`src/rtl/data_cache_pkg.sv`:
```
// Shared types and byte-lane helpers for the direct-mapped write-through data cache.
// DATA_WIDTH is fixed at 32, so the lane helpers work on 32-bit words.
package data_cache_pkg;

    typedef enum logic [1:0] {
        ST_IDLE   = 2'd0,
        ST_REFILL = 2'd1,
        ST_WRITE  = 2'd2
    } state_e;

    typedef logic [1:0] dtype_t;

    localparam dtype_t DT_WORD = 2'b00;
    localparam dtype_t DT_BYTE = 2'b01;
    localparam dtype_t DT_HALF = 2'b10;

    // Halfword accesses ignore addr[0]; code 11 behaves as a word.
    function automatic logic [3:0] store_be(dtype_t dt, logic [1:0] off);
        case (dt)
            DT_BYTE: return 4'b0001 << off;
            DT_HALF: return 4'b0011 << {off[1], 1'b0};
            default: return 4'b1111;
        endcase
    endfunction

    function automatic logic [31:0] store_lanes(dtype_t dt, logic [31:0] wdata);
        case (dt)
            DT_BYTE: return {4{wdata[7:0]}};
            DT_HALF: return {2{wdata[15:0]}};
            default: return wdata;
        endcase
    endfunction

    function automatic logic [31:0] load_extract(dtype_t dt, logic [1:0] off, logic [31:0] word);
        logic [1:0]  lane;
        logic [31:0] sh;
        lane = (dt == DT_HALF) ? {off[1], 1'b0} : off;
        sh   = word >> {lane, 3'b000};
        case (dt)
            DT_BYTE: return {24'h0, sh[7:0]};
            DT_HALF: return {16'h0, sh[15:0]};
            default: return word;
        endcase
    endfunction

endpackage

```
`src/rtl/data_cache_if.sv`:
```
// CPU-side and memory-side signals of the data cache, bundled in one interface.
// The slave view belongs to the cache; the master view is the core plus memory.
interface data_cache_if #(
    parameter int ADDRESS_WIDTH = 32,
    parameter int DATA_WIDTH    = 32
);
    logic                     cpu_req;
    logic                     cpu_we;
    logic [1:0]               cpu_dataType;
    logic [ADDRESS_WIDTH-1:0] cpu_addr;
    logic [DATA_WIDTH-1:0]    cpu_wdata;
    logic [DATA_WIDTH-1:0]    cpu_rdata;
    logic                     stall;

    logic                     mem_req;
    logic                     mem_we;
    logic [1:0]               mem_dataType;
    logic [ADDRESS_WIDTH-1:0] mem_addr;
    logic [DATA_WIDTH-1:0]    mem_wdata;
    logic                     mem_ready;
    logic [DATA_WIDTH-1:0]    mem_rdata;

    modport slave (
        input  cpu_req, cpu_we, cpu_dataType, cpu_addr, cpu_wdata, mem_ready, mem_rdata,
        output cpu_rdata, stall, mem_req, mem_we, mem_dataType, mem_addr, mem_wdata
    );

    modport master (
        output cpu_req, cpu_we, cpu_dataType, cpu_addr, cpu_wdata, mem_ready, mem_rdata,
        input  cpu_rdata, stall, mem_req, mem_we, mem_dataType, mem_addr, mem_wdata
    );
endinterface

```
`src/rtl/cache_data_array.sv`:
```
// Valid/tag/data storage for the direct-mapped cache: combinational read port,
// byte-enabled write port, valid bits cleared synchronously on rst.
module cache_data_array #(
    parameter int INDEX_BITS = 6,
    parameter int TAG_BITS   = 24,
    parameter int DATA_WIDTH = 32
) (
    input  logic                    clk,
    input  logic                    rst,
    input  logic [INDEX_BITS-1:0]   rd_index_i,
    output logic                    rd_valid_o,
    output logic [TAG_BITS-1:0]     rd_tag_o,
    output logic [DATA_WIDTH-1:0]   rd_data_o,
    input  logic                    wr_en_i,
    input  logic [INDEX_BITS-1:0]   wr_index_i,
    input  logic [TAG_BITS-1:0]     wr_tag_i,
    input  logic [DATA_WIDTH/8-1:0] wr_be_i,
    input  logic [DATA_WIDTH-1:0]   wr_data_i
);
    localparam int LINES = 1 << INDEX_BITS;

    logic [LINES-1:0]      valid_q;
    logic [TAG_BITS-1:0]   tag_q  [LINES];
    logic [DATA_WIDTH-1:0] data_q [LINES];

    always_ff @(posedge clk) begin
        if (rst) begin
            valid_q <= '0;
        end else if (wr_en_i) begin
            valid_q[wr_index_i] <= 1'b1;
        end
    end

    // Tag and data need no reset: an invalid line is never read as a hit.
    always_ff @(posedge clk) begin
        if (wr_en_i) begin
            tag_q[wr_index_i] <= wr_tag_i;
            for (int b = 0; b < DATA_WIDTH/8; b++) begin
                if (wr_be_i[b]) begin
                    data_q[wr_index_i][8*b +: 8] <= wr_data_i[8*b +: 8];
                end
            end
        end
    end

    assign rd_valid_o = valid_q[rd_index_i];
    assign rd_tag_o   = tag_q[rd_index_i];
    assign rd_data_o  = data_q[rd_index_i];

endmodule

```
`src/rtl/data_cache.sv`:
```
// Direct-mapped, write-through, no-write-allocate data cache for the core's memory stage.
//   state     | meaning
//   ST_IDLE   | serve load hits in zero cycles; start a refill on a load miss or a write on a store
//   ST_REFILL | word read outstanding; line filled on mem_ready
//   ST_WRITE  | write-through outstanding; hit lines merged on mem_ready, store retires that cycle
module data_cache
    import data_cache_pkg::*;
#(
    parameter int ADDRESS_WIDTH = 32,
    parameter int DATA_WIDTH    = 32,
    parameter int INDEX_BITS    = 6
) (
    input  logic        clk,
    input  logic        rst,
    data_cache_if.slave bus,
    output logic [31:0] hit_count,
    output logic [31:0] miss_count
);
    localparam int TAG_BITS = ADDRESS_WIDTH - INDEX_BITS - 2;

    state_e state_q, state_d;
    logic   done_q, done_d;
    logic [31:0] hit_q, miss_q;

    logic [INDEX_BITS-1:0] index;
    logic [TAG_BITS-1:0]   tag;
    logic [1:0]            off;
    logic                  rd_valid;
    logic [TAG_BITS-1:0]   rd_tag;
    logic [31:0]           rd_data;
    logic                  hit;

    logic        wr_en;
    logic [3:0]  wr_be;
    logic [31:0] wr_data;
    logic        stall, mem_req, mem_we, hit_inc, miss_inc;
    logic [31:0] cpu_rdata;

    assign index = bus.cpu_addr[INDEX_BITS+1:2];
    assign tag   = bus.cpu_addr[ADDRESS_WIDTH-1:INDEX_BITS+2];
    assign off   = bus.cpu_addr[1:0];
    assign hit   = rd_valid && (rd_tag == tag);

    cache_data_array #(
        .INDEX_BITS (INDEX_BITS),
        .TAG_BITS   (TAG_BITS),
        .DATA_WIDTH (32)
    ) u_array (
        .clk        (clk),
        .rst        (rst),
        .rd_index_i (index),
        .rd_valid_o (rd_valid),
        .rd_tag_o   (rd_tag),
        .rd_data_o  (rd_data),
        .wr_en_i    (wr_en && !rst),
        .wr_index_i (index),
        .wr_tag_i   (tag),
        .wr_be_i    (wr_be),
        .wr_data_i  (wr_data)
    );

    always_comb begin
        state_d   = state_q;
        done_d    = 1'b0;
        stall     = 1'b0;
        mem_req   = 1'b0;
        mem_we    = 1'b0;
        cpu_rdata = '0;
        wr_en     = 1'b0;
        wr_be     = 4'b1111;
        wr_data   = bus.mem_rdata;
        hit_inc   = 1'b0;
        miss_inc  = 1'b0;
        case (state_q)
            ST_IDLE: begin
                if (bus.cpu_req) begin
                    if (bus.cpu_we) begin
                        // The store that just retired is still on the bus for one cycle.
                        if (!done_q) begin
                            stall   = 1'b1;
                            state_d = ST_WRITE;
                        end
                    end else if (hit) begin
                        cpu_rdata = load_extract(bus.cpu_dataType, off, rd_data);
                        hit_inc   = 1'b1;
                    end else begin
                        stall    = 1'b1;
                        miss_inc = 1'b1;
                        state_d  = ST_REFILL;
                    end
                end
            end
            ST_REFILL: begin
                stall   = 1'b1;
                mem_req = 1'b1;
                if (bus.mem_ready) begin
                    wr_en   = 1'b1;
                    state_d = ST_IDLE;
                end
            end
            ST_WRITE: begin
                mem_req = 1'b1;
                mem_we  = 1'b1;
                stall   = !bus.mem_ready;
                if (bus.mem_ready) begin
                    wr_en   = hit;
                    wr_be   = store_be(bus.cpu_dataType, off);
                    wr_data = store_lanes(bus.cpu_dataType, bus.cpu_wdata);
                    done_d  = 1'b1;
                    state_d = ST_IDLE;
                end
            end
            default: state_d = ST_IDLE;
        endcase
    end

    always_ff @(posedge clk) begin
        if (rst) begin
            state_q <= ST_IDLE;
            done_q  <= 1'b0;
            hit_q   <= '0;
            miss_q  <= '0;
        end else begin
            state_q <= state_d;
            done_q  <= done_d;
            if (hit_inc && (hit_q != 32'hFFFF_FFFF)) hit_q <= hit_q + 32'd1;
            if (miss_inc && (miss_q != 32'hFFFF_FFFF)) miss_q <= miss_q + 32'd1;
        end
    end

    assign bus.cpu_rdata    = cpu_rdata;
    assign bus.stall        = stall;
    assign bus.mem_req      = mem_req;
    assign bus.mem_we       = mem_we;
    assign bus.mem_dataType = (state_q == ST_WRITE) ? bus.cpu_dataType : DT_WORD;
    assign bus.mem_addr     = (state_q == ST_WRITE) ? bus.cpu_addr
                                                    : {bus.cpu_addr[ADDRESS_WIDTH-1:2], 2'b00};
    assign bus.mem_wdata    = bus.cpu_wdata;
    assign hit_count        = hit_q;
    assign miss_count       = miss_q;

endmodule

```
`src/flat_wrapper.sv`:
```
// flat-port wrapper written by rule: the top's interface ports become plain ports
module data_cache_flat import data_cache_pkg::*;
#(
    parameter int ADDRESS_WIDTH = 32,
    parameter int DATA_WIDTH    = 32,
    parameter int INDEX_BITS    = 6
)
  (clk, rst, hit_count, miss_count, bus_cpu_req, bus_cpu_we, bus_cpu_dataType, bus_cpu_addr, bus_cpu_wdata, bus_mem_ready, bus_mem_rdata, bus_cpu_rdata, bus_stall, bus_mem_req, bus_mem_we, bus_mem_dataType, bus_mem_addr, bus_mem_wdata);
  data_cache_if #(.ADDRESS_WIDTH(ADDRESS_WIDTH), .DATA_WIDTH(DATA_WIDTH)) bus_i ();
  input  logic clk;
  input  logic rst;
  output logic [31:0] hit_count;
  output logic [31:0] miss_count;
  input wire logic [$bits(bus_i.cpu_req)-1:0] bus_cpu_req;
  input wire logic [$bits(bus_i.cpu_we)-1:0] bus_cpu_we;
  input wire logic [$bits(bus_i.cpu_dataType)-1:0] bus_cpu_dataType;
  input wire logic [$bits(bus_i.cpu_addr)-1:0] bus_cpu_addr;
  input wire logic [$bits(bus_i.cpu_wdata)-1:0] bus_cpu_wdata;
  input wire logic [$bits(bus_i.mem_ready)-1:0] bus_mem_ready;
  input wire logic [$bits(bus_i.mem_rdata)-1:0] bus_mem_rdata;
  output wire logic [$bits(bus_i.cpu_rdata)-1:0] bus_cpu_rdata;
  output wire logic [$bits(bus_i.stall)-1:0] bus_stall;
  output wire logic [$bits(bus_i.mem_req)-1:0] bus_mem_req;
  output wire logic [$bits(bus_i.mem_we)-1:0] bus_mem_we;
  output wire logic [$bits(bus_i.mem_dataType)-1:0] bus_mem_dataType;
  output wire logic [$bits(bus_i.mem_addr)-1:0] bus_mem_addr;
  output wire logic [$bits(bus_i.mem_wdata)-1:0] bus_mem_wdata;
  assign bus_i.cpu_req = bus_cpu_req;
  assign bus_i.cpu_we = bus_cpu_we;
  assign bus_i.cpu_dataType = bus_cpu_dataType;
  assign bus_i.cpu_addr = bus_cpu_addr;
  assign bus_i.cpu_wdata = bus_cpu_wdata;
  assign bus_i.mem_ready = bus_mem_ready;
  assign bus_i.mem_rdata = bus_mem_rdata;
  assign bus_cpu_rdata = bus_i.cpu_rdata;
  assign bus_stall = bus_i.stall;
  assign bus_mem_req = bus_i.mem_req;
  assign bus_mem_we = bus_i.mem_we;
  assign bus_mem_dataType = bus_i.mem_dataType;
  assign bus_mem_addr = bus_i.mem_addr;
  assign bus_mem_wdata = bus_i.mem_wdata;
  data_cache #(.ADDRESS_WIDTH(ADDRESS_WIDTH), .DATA_WIDTH(DATA_WIDTH), .INDEX_BITS(INDEX_BITS)) u_core (.clk(clk), .rst(rst), .bus(bus_i), .hit_count(hit_count), .miss_count(miss_count));
endmodule
```
`config.mk`:
```
export PLATFORM = sky130hd
export DESIGN_NAME = data_cache_flat
export DESIGN_NICKNAME = d
export VERILOG_FILES = /design/src/rtl/data_cache_pkg.sv /design/src/rtl/data_cache_if.sv /design/src/rtl/cache_data_array.sv /design/src/rtl/data_cache.sv /design/src/flat_wrapper.sv
export SDC_FILE = /design/constraint.sdc
export NUM_CORES = 2
export LEC_CHECK = 0
export ABC_AREA = 1
export CELL_PAD_IN_SITES_DETAIL_PLACEMENT = 2
export CELL_PAD_IN_SITES_GLOBAL_PLACEMENT = 2
export CORE_AREA = 8 8 948 481
export DETAILED_ROUTE_END_ITERATION = 10
export DIE_AREA = 0 0 956 489
export GPL_ROUTABILITY_DRIVEN = 0
export PLACE_DENSITY = 0.66
export SLEW_MARGIN = 20
export SYNTH_ARGS = -nofsm -noshare
export SYNTH_HDL_FRONTEND = slang
export SYNTH_HIERARCHICAL = 1
export SYNTH_SLANG_ARGS = --single-unit
export TNS_END_PERCENT = 1
```
`constraint.sdc`:
```
create_clock -name clk -period 11.8 [get_ports clk]
set_clock_uncertainty 0.2 [all_clocks]
set_input_delay 2.36 -clock clk [delete_from_list [all_inputs] [get_ports clk]]
set_output_delay 2.36 -clock clk [all_outputs]
set_load 0.1 [all_outputs]
```
==> results.md <==
* Status: finished clean
* Detail Placement HPWL at between 400000 and 500000 µm
* CTS Sinks at 3715
* Area Growth Syn to Fin at 13.2%
* Sequential power share at 50.5%
* Period utilisation layout at 90.6%
* Routed WL at 640000 µm
* Slew margin rel. at 12.4%
* Asr flop ratio synth at 0%
* Setup TNS at 0 ns
* CP arrival at 8.14 ns
* Final Slew Violations at 0
* Synth warn at 6
* Peak Freq at 0.0935 GHz
* Layout Nets at 13800
* Die height at 489 µm
* Root buf cell: clkbuf_16
* Residual DRC count at 0
* CP max-delay cell: nand2_1
* Clock Path Buffers at 4
* CP dominant cell by count: nand2_1
* DR pass1 iterations at 5
* Die X at 956 µm
* Switching share of power at roughly a quarter
* DIE AREA at 0.467 mm²
* Setup repair bufs after CTS at 0
* PostCTS Resize Cnt at 0
* Total grt overflow at 0
* Post-route ant nets at 0
* Syn Area/Cell at between 10 and 15 µm²
* Routed wire length per instance at 32.2 µm
* P_int at 21.6 mW
* P_sw at about 7.3 mW
* CP peak stage delay at between 0.5 and 0.6 ns
* Hold Path Class: reg2reg
* Hold_buf cts at 0
* CTS tree: yes
* I/O Pins at ~270
* Kind of critical path: in2out
* Synth cell types at 43
* Post-Synthesis Net Count at 13800
* Number of global-route vias before repair at 118000
* Sequential fraction of the synthesis area at just over 70%
* CTS buffer count at 359
* Logic pwr share at 8.4%
* Initial DRC count at 13800
* Rows at approximately 170
* CP Max Fanout at 93
* Syn Inst Count at approximately 14000
* Layout cell share with drive strength beyond 1 at 7.11%
* CP endpoint kind: output port
* Pleak at 61.1 nW
* WP data required at 9.24 ns
* Setup crit start kind: primary input
* Post-synth EDFFs at 3584
* VDD IR-drop max at between 0.1 and 0.15 mV
* H-tree depth at 5
* Worst skew pair latency at 0.97 ns
* Clock Power Share at 41.1%
* Core Region at approximately 0.44 mm²
* Min Hold Slack at 0.273 ns
* GRT Util Overall at 26.5%
* Power per cell area at ~170 mW/mm²
* Synth Register Bits at 3715
* Minimum clock period at 10.70 ns
* Vias at 115000
* Ys flop type: edfxtp_1
* Post-synthesis instance area at 0.154 mm²
* RSZ-0062 raised after global routing: no
* Clock Pin Slew Worst Setup and Hold Paths at 0.07 ns
* Slew @ Worst Pin at about 1.3 ns
* Initial Utilization at 34.9%
* Vias per cell at between 5 and 6
* Initial antenna violation count at 62
* CP cell instances: buf_16 > inv_16 > buf_12 > nand2_1 > nand3_1 > nand3_1 > nand3_1 > nand3_1 > nand2_1 > nand2_1 > nand2_1 > nand2_1 > nand2_1 > nand2_1 > nor2_1 > nand3_1 > nor2_2 > nand2_1 > clkinv_1 > nand2_1 > o21ai_0 > buf_12
* Largest net degree at the start of global routing at 201
* Final-report hold violation count at 0
* Final setup viols at 0
* First-pass GRT wire length at 901000 µm
* Maximum capacitance violations at 0
* IO Port Bufs at 267
through the flow:
step,util [%],cells,power [mW],setup slack (ns),cell area [µm²]
after floorplan,-,13700,16.1,2.55,154000
after global placement,36.9,19200,17.1,1.37,163000
after detailed placement,36.9,19200,17.2,1.24,163000
after CTS,39.5,19900,29.0,1.23,175000
after global routing,39.5,19900,29.6,0.787,175000
final,39.5,19900,28.8,1.10,175000
sequential cells by signal, summed over array words and instances, names as in the netlist:
name / flops
u_core/hit_count: 32
u_core/u_array/data_q: 2048
u_core/u_array/valid_q: 64
u_core/done_q: 1
u_core/state_q: 2
u_core/miss_count: 32
u_core/u_array/tag_q: 1536
critical path: cells and delay by family:
kind	cells	cell delay, ns
AND/OR/NAND/NOR	16	3.16
buffers and inverters	5	1.73
AO/OA/AOI/OAI	1	0.52
metal layers:
layer / vias to the layer above / wire length [µm] / share of wire [%] / global-route usage, %
met5: - / 89 / 0.014 / 0
met3: 664 / 60000 / 9.4 / 5.33
met1: 61800 / 306000 / 48 / 41.9
met4: 14 / 13300 / 2.1 / 5.45
met2: 4869 / 261000 / 41 / 37.2
li1: 47800 / - / - / -
kinds of logic (layout without fill, tap and decap cells):
kind of cell | after synthesis | after routing | synth area share (%)
AO/OA/AOI/OAI | 170 | 170 | 0.617
XOR/XNOR | 33 | 33 | 0.187
adder cells (fa/ha/maj) | 8 | 8 | 0.0649
buffers and inverters | 1186 | 1476 | 3.90
flip-flops | 3715 | 3715 | 71.5
other | 0 | 15 | 0
AND/OR/NAND/NOR | 8541 | 8541 | 23.8
final cells by class:
class                   instances  area [µm²]
repair buffers                576        5710
clock buffers                 453        9590
clock inverters               192        1870
fillers                     45600      267000
multi-input cells            8752       38700
well taps                    5950        7440
flip-flops and latches       3715      110000
diodes                         15        37.5
inverters                     255        1000
cells in the final DEF, fill, tap and decap left out, drive strengths merged, types with 25 or more instances in the layout:
cell	synthesis	routed
a21oi	103	103
buf	735	375
bufinv	0	36
clkbuf	196	453
clkdlybuf4s50	0	201
clkinv	6	148
dfxtp	131	131
edfxtp	3584	3584
inv	249	257
nand2	4361	4361
nand3	3439	3439
nand4	42	42
nor2	639	639
nor3	51	51
o21ai	34	34
xor2	25	25
worst paths after layout:
kind                                      from                       endpoint  slack, ns  cells after the start
hold / removal      u_core/u_array/valid_q[11]     u_core/u_array/valid_q[11]       0.27                      2
hold reg to reg     u_core/u_array/valid_q[11]     u_core/u_array/valid_q[11]       0.27                      2
setup reg to reg  u_core/u_array/tag_q[23][10]  u_core/u_array/data_q[59][12]       4.70                     22
setup / recovery               bus_cpu_addr[2]               bus_cpu_rdata[7]       1.10                     22
synth_stat cells (2+ instances only):
library cell / number / share of area (%)
a21oi_1: 103 / 0.33
a22oi_1: 8 / 0.039
a32oi_1: 8 / 0.045
and2_1: 2 / 0.0081
buf_1: 81 / 0.20
buf_2: 438 / 1.4
buf_4: 162 / 0.79
buf_6: 53 / 0.39
clkbuf_1: 196 / 0.48
clkinv_1: 6 / 0.015
dfxtp_1: 131 / 1.7
edfxtp_1: 3584 / 70
ha_1: 8 / 0.065
inv_1: 238 / 0.58
inv_2: 10 / 0.024
nand2_1: 4361 / 11
nand3_1: 3437 / 11
nand3_2: 2 / 0.013
nand4_1: 42 / 0.17
nor2_1: 633 / 1.5
nor2_2: 4 / 0.016
nor3_1: 41 / 0.13
nor3_2: 10 / 0.065
nor4_1: 4 / 0.016
o2111ai_1: 7 / 0.040
o21ai_0: 33 / 0.11
o21bai_1: 2 / 0.0097
o22ai_1: 2 / 0.0081
o31ai_1: 2 / 0.0097
xnor2_1: 8 / 0.045
xor2_1: 25 / 0.14
power groups by stage:
| stage | clock, mW | combinational (mW) | sequential, mW |
|---|---|---|---|
| floorplan | 0 | 1.19 | 14.9 |
| global placement | 0 | 2.28 | 14.8 |
| detailed placement | 0 | 2.36 | 14.9 |
| CTS | 12.1 | 2.37 | 14.6 |
| global route | 12.5 | 2.53 | 14.6 |
| finish | 11.8 | 2.41 | 14.6 |
(Power assumes the default switching activity.)
